[src/rtl/ps2_pkg.sv]
// Shared types and constants for the PS/2-to-Hack keyboard front end.
package ps2_pkg;

  localparam int HACK_W = 8;
  localparam int KBD_W  = 16;

  localparam logic [HACK_W-1:0] HACK_NEWLINE   = 8'd128;
  localparam logic [HACK_W-1:0] HACK_BACKSPACE = 8'd129;
  localparam logic [HACK_W-1:0] HACK_LEFT      = 8'd130;

  typedef struct packed {
    logic              pressed;
    logic [HACK_W-1:0] code;
  } hack_evt_t;

endpackage

[src/rtl/ps2_event_fifo.sv]
// First-word-fall-through FIFO of key events; the head is read combinationally
// from the registered memory so it is visible the cycle after it is written.
module ps2_event_fifo
  import ps2_pkg::*;
#(
  parameter int DEPTH = 8
) (
  input  logic                     clk,
  input  logic                     rst_n,
  input  logic                     i_push,
  input  hack_evt_t                i_wr_data,
  input  logic                     i_pop,
  output hack_evt_t                o_rd_data,
  output logic                     o_full,
  output logic                     o_empty,
  output logic [$clog2(DEPTH):0]   o_count
);

  localparam int AW = $clog2(DEPTH);

  hack_evt_t   r_mem [DEPTH];
  logic [AW:0] r_wptr;
  logic [AW:0] r_rptr;
  logic        w_wr_en;
  logic        w_rd_en;

  assign o_empty = (r_wptr == r_rptr);
  assign o_full  = (r_wptr[AW] != r_rptr[AW]) && (r_wptr[AW-1:0] == r_rptr[AW-1:0]);
  assign o_count = r_wptr - r_rptr;

  assign w_rd_en = i_pop && !o_empty;
  // A write while full is only legal when the head slot is vacated this edge.
  assign w_wr_en = i_push && (!o_full || w_rd_en);

  assign o_rd_data = r_mem[r_rptr[AW-1:0]];

  always_ff @(posedge clk) begin
    if (w_wr_en) begin
      r_mem[r_wptr[AW-1:0]] <= i_wr_data;
    end
  end

  always_ff @(posedge clk or negedge rst_n) begin
    if (!rst_n) begin
      r_wptr <= '0;
      r_rptr <= '0;
    end else begin
      if (w_wr_en) r_wptr <= r_wptr + 1'b1;
      if (w_rd_en) r_rptr <= r_rptr + 1'b1;
    end
  end

endmodule

[src/rtl/ps2_hack_kbd.sv]
// Hack keyboard front end: held-key register, repeat filter, event FIFO and
// sticky overflow flag.
module ps2_hack_kbd
  import ps2_pkg::*;
#(
  parameter int DEPTH     = 8,
  parameter int REPEAT_EN = 1
) (
  input  logic                   clk,
  input  logic                   rst_n,
  input  logic [HACK_W-1:0]      hack,
  input  logic                   hack_valid,
  input  logic                   pressed,
  output logic [KBD_W-1:0]       kbd,
  output logic                   evt_valid,
  input  logic                   evt_ready,
  output logic [HACK_W-1:0]      evt_code,
  output logic                   evt_pressed,
  output logic [$clog2(DEPTH):0] evt_count,
  output logic                   overflow,
  input  logic                   clr_overflow
);

  logic [HACK_W-1:0] r_held;
  logic              r_overflow;
  logic              w_event;
  logic              w_repeat;
  logic              w_accept;
  logic              w_pop;
  logic              w_full;
  logic              w_empty;
  logic              w_drop;
  hack_evt_t         w_wr_evt;
  hack_evt_t         w_head;

  assign w_event  = hack_valid && (hack != '0);
  assign w_repeat = pressed && (r_held != '0) && (hack == r_held);
  assign w_accept = w_event && !(w_repeat && (REPEAT_EN == 0));
  assign w_pop    = !w_empty && evt_ready;
  assign w_drop   = w_accept && w_full && !w_pop;

  assign w_wr_evt.pressed = pressed;
  assign w_wr_evt.code    = hack;

  always_ff @(posedge clk or negedge rst_n) begin
    if (!rst_n) begin
      r_held <= '0;
    end else if (w_event) begin
      if (pressed) begin
        r_held <= hack;
      end else if (hack == r_held) begin
        r_held <= '0;
      end
    end
  end

  // A drop in the same cycle as a clear leaves the flag set.
  always_ff @(posedge clk or negedge rst_n) begin
    if (!rst_n) begin
      r_overflow <= 1'b0;
    end else if (w_drop) begin
      r_overflow <= 1'b1;
    end else if (clr_overflow) begin
      r_overflow <= 1'b0;
    end
  end

  ps2_event_fifo #(
    .DEPTH (DEPTH)
  ) u_fifo (
    .clk       (clk),
    .rst_n     (rst_n),
    .i_push    (w_accept),
    .i_wr_data (w_wr_evt),
    .i_pop     (w_pop),
    .o_rd_data (w_head),
    .o_full    (w_full),
    .o_empty   (w_empty),
    .o_count   (evt_count)
  );

  assign kbd         = {{(KBD_W-HACK_W){1'b0}}, r_held};
  assign evt_valid   = !w_empty;
  assign evt_code    = w_head.code;
  assign evt_pressed = w_head.pressed;
  assign overflow    = r_overflow;

endmodule
[config.mk]
export PLATFORM = sky130hd
export DESIGN_NAME = ps2_hack_kbd
export DESIGN_NICKNAME = d
export VERILOG_FILES = /design/src/rtl/ps2_pkg.sv /design/src/rtl/ps2_event_fifo.sv /design/src/rtl/ps2_hack_kbd.sv
export SDC_FILE = /design/constraint.sdc
export NUM_CORES = 1
export LEC_CHECK = 0
export ABC_CLOCK_PERIOD_IN_PS = 3950
export CAP_MARGIN = 15
export CORE_MARGIN = 2
export CORE_UTILIZATION = 50
export DETAILED_ROUTE_END_ITERATION = 10
export GPL_TIMING_DRIVEN = 0
export PLACE_DENSITY = 0.72
export SETUP_SLACK_MARGIN = 0.02
export SLEW_MARGIN = 0
export SYNTH_ARGS = -nofsm -noshare
export SYNTH_HDL_FRONTEND = slang
export SYNTH_SLANG_ARGS = --single-unit
[constraint.sdc]
create_clock -name clk -period 3.95 [get_ports clk]
set_clock_uncertainty 0.15 [all_clocks]
set_input_delay 0.395 -clock clk [delete_from_list [all_inputs] [get_ports clk]]
set_output_delay 0.395 -clock clk [all_outputs]
set_load 0.01 [all_outputs]
==> run summary <==
Buffers & Inverters on Critical Path -> 3
CP endpoint kind -> output pin
worst r2r path cells -> 8
H-tree depth -> 3
max cap viols -> 0
Yosys warning count -> 0
1st-iter DRT viols -> 181
detailed-placement wirelength estimate -> 5070 um
row cnt -> 32
xor/xnor share of the synthesized area -> 0.0402
Max Root-Sink Buffers -> 2
die area -> 8490 um2
vias per cell -> 5.27
DR WL/cell -> 17.7 um
Avg Cell Area, Syn -> 15.8 um2
input/output buffers -> 35
min Tclk post-route -> 3.35 ns
crit start category -> flop
CP required -> 3.40 ns
Critical-path top delay cell -> clkdlybuf4s50_1
final instance area -> 4630 um2
Synth top area share -> 0.556
# IOs -> 45
Antenna Nets Post-Route -> 0
Hold Crit Class -> in -> async
met3 wire length -> 368 um
initial antenna violation count -> 0
Synth Area in Adders -> 0.0212
worst hold slack -> 0.370 ns
CTS tree -> done
Chip Width -> 92.2 um
# setup viols final -> 0
layout overhead on the synthesized area -> 19.3%
Worst slew margin -> 0.434
Critical R2R Capture -> u_fifo.r_mem[4][8]$_DFFE_PP_
fmax -> 0.298 GHz
vias in the first global route -> 2,318
largest family of logic cells by synthesized area -> multiplexers
Core Region -> 7650 um2
Worst path max stage delay -> 0.56 ns
pwr/cell area -> 715 nW/um2
fin crit share -> 0.849
Max FO, Critical Path -> 10
Congestion Overflow GR -> 0
CTS clk-pin slew, worst paths -> 0.09 ns
RSZ-0062 raised after global routing -> no
Top delay family on crit path -> buffers and inverters
most common cell after layout, fill and taps aside -> edfxtp_1
post-synthesis compound-gate area fraction -> 0.0335
post-cts resize count -> 0
Skew-Pair Late Insertion Delay -> 0.35 ns
CP arrival -> 2.81 ns
met2 wire len -> 3600 um
Synth Cell Area -> 3890 um2
layout cells sized above 1 -> 0.194
Final Max Tran Viols -> 0
post-route setup TNS -> 0 ns
post-synthesis register bit count -> 89
mux contribution to synthesized area -> 0.111
met1 wire length -> 3250 um
CP Class -> reg -> out
worst slew pin tran -> 0.845 ns
Seq/Total Area, Yosys -> 0.666
RD Place Congestion -> 0.772
Initial Util -> 0.508
Yosys cell types -> 34
Die Ht -> 92.2 um
Leakage -> 0.00168 uW
commonest cells after routing, fill and taps aside -> edfxtp_1, clkdlybuf4s50_1, nand2_1
Cells after Synth -> 246
Post-CTS Setup Bufs -> 0
status -> complete, no violations
largest vdd supply drop -> 733 uV
Hold Violations, Final -> 0
Synth Area in Simple Gates -> 0.0966
Remaining DRCs -> 0
drt pass-1 iters -> 4
clock sink count -> 89
Total GRT Usage -> 0.194
uppermost layer routed -> met4
Cell Area, Placed -> 4430 um2
launching point of the worst reg2reg path -> u_fifo.r_rptr[1]$_DFFE_PN0P_
largest net degree at the start of global routing -> 18
CP Cell Sequence -> clkbuf_1, inv_1, ha_1, a21o_1, a21oi_1, xnor2_1, clkdlybuf4s50_1
global-route wire length before repair -> 12,000 um
CTS Root Cell -> clkbuf_8
total detailed-routing wirelength -> 7290 um
vias -> 2,173
Final nets -> 325
CTS buffer count -> 9
n_diodes -> 0
main area contributors after synthesis -> edfxtp_1, dfrtp_1, mux4_2, xnor2_1, nand2_1
flop-to-flop setup slack -> 0.83 ns
post-synth top area cell -> edfxtp_1
Hold-fix buffers, CTS -> 0
total power -> 3310 uW
## area by class of cell
cell class | count | area (um2)
buffer | 15 | 88.8
multi-input combinational | 141 | 1210
timing repair buffer | 41 | 388
fill | 598 | 3010
sequential | 89 | 2590
clock buffer | 9 | 124
clock inverter | 7 | 76.3
tap | 102 | 128
inverter | 8 | 30.0
## sequential cells by signal, summed over array words and instances, names as in the netlist
register / flops
u_fifo.r_rptr: 4
u_fifo.r_wptr: 4
u_fifo.r_mem: 72
overflow: 1
r_held: 8
## cell families after synthesis
family | after synthesis
other | 1
muxes | 20
and+or+nand+nor | 69
buffers and inverters | 23
adders and majority gates | 6
AOI/OAI and AO/OA | 21
DFF | 89
xor gates and xnor gates | 17
## worst reg2reg max path: cells and delay by family, from the launching register on
family	cells	cell delay [ns]
AND/OR/NAND/NOR	4	0.97
buffers and inverters	3	0.92
adder cells (fa/ha/maj)	1	0.35
flip-flops	1	0.46
## power breakdown
| group | internal [uW] | total, uW | leakage (uW) | switching, uW |
|---|---|---|---|---|
| registers | 1190 | 1300 | 0.000855 | 109 |
| logic | 726 | 1380 | 0.000732 | 652 |
| clock network | 297 | 631 | 0.0000979 | 334 |
## metrics by stage
step	utilization	setup slack (ns)	cells
2_1_floorplan	-	1.06	253
3_3_place_gp	0.574	0.146	390
3_5_place_dp	0.580	0.751	396
4_1_cts	0.606	0.581	412
5_1_grt	0.606	0.389	412
6_report	0.606	0.597	412
## Yosys cell counts (all sizes together)
master / count
mux4: 18
inv: 7
dfrtp: 17
nor2: 3
nand3: 5
clkbuf: 5
o22ai: 1
o21ai: 9
fa: 1
conb: 1
buf: 10
nand4: 3
a21oi: 9
xnor2: 16
and3: 9
or4: 2
nor3: 4
nor4b: 1
ha: 5
xor2: 1
edfxtp: 72
o21a: 1
nand2b: 9
nor4: 1
a21o: 1
clkinv: 1
mux2: 2
nand2: 31
or3: 1
## worst max path at each step
stage | startpoint | end | cells after the start
floorplan | u_fifo.r_rptr[1]$_DFFE_PN0P_ | u_fifo.r_mem[0][0]$_DFFE_PP_ | 7
global placement | u_fifo.r_rptr[1]$_DFFE_PN0P_ | u_fifo.r_mem[0][4]$_DFFE_PP_ | 7
detailed placement | u_fifo.r_rptr[1]$_DFFE_PN0P_ | u_fifo.r_mem[4][2]$_DFFE_PP_ | 8
CTS | u_fifo.r_rptr[1]$_DFFE_PN0P_ | evt_count[3] | 7
global route | u_fifo.r_rptr[1]$_DFFE_PN0P_ | evt_count[3] | 7
finish | u_fifo.r_rptr[1]$_DFFE_PN0P_ | evt_count[3] | 7
## layer usage
metal | vias to the layer above | global-route usage
met5 | - | 0
met4 | 0 | 0.0560
met3 | 7 | 0.0378
met2 | 58 | 0.316
met1 | 1081 | 0.270
li1 | 1027 | -
No activity file was read; power rests on OpenSTA's default activity.
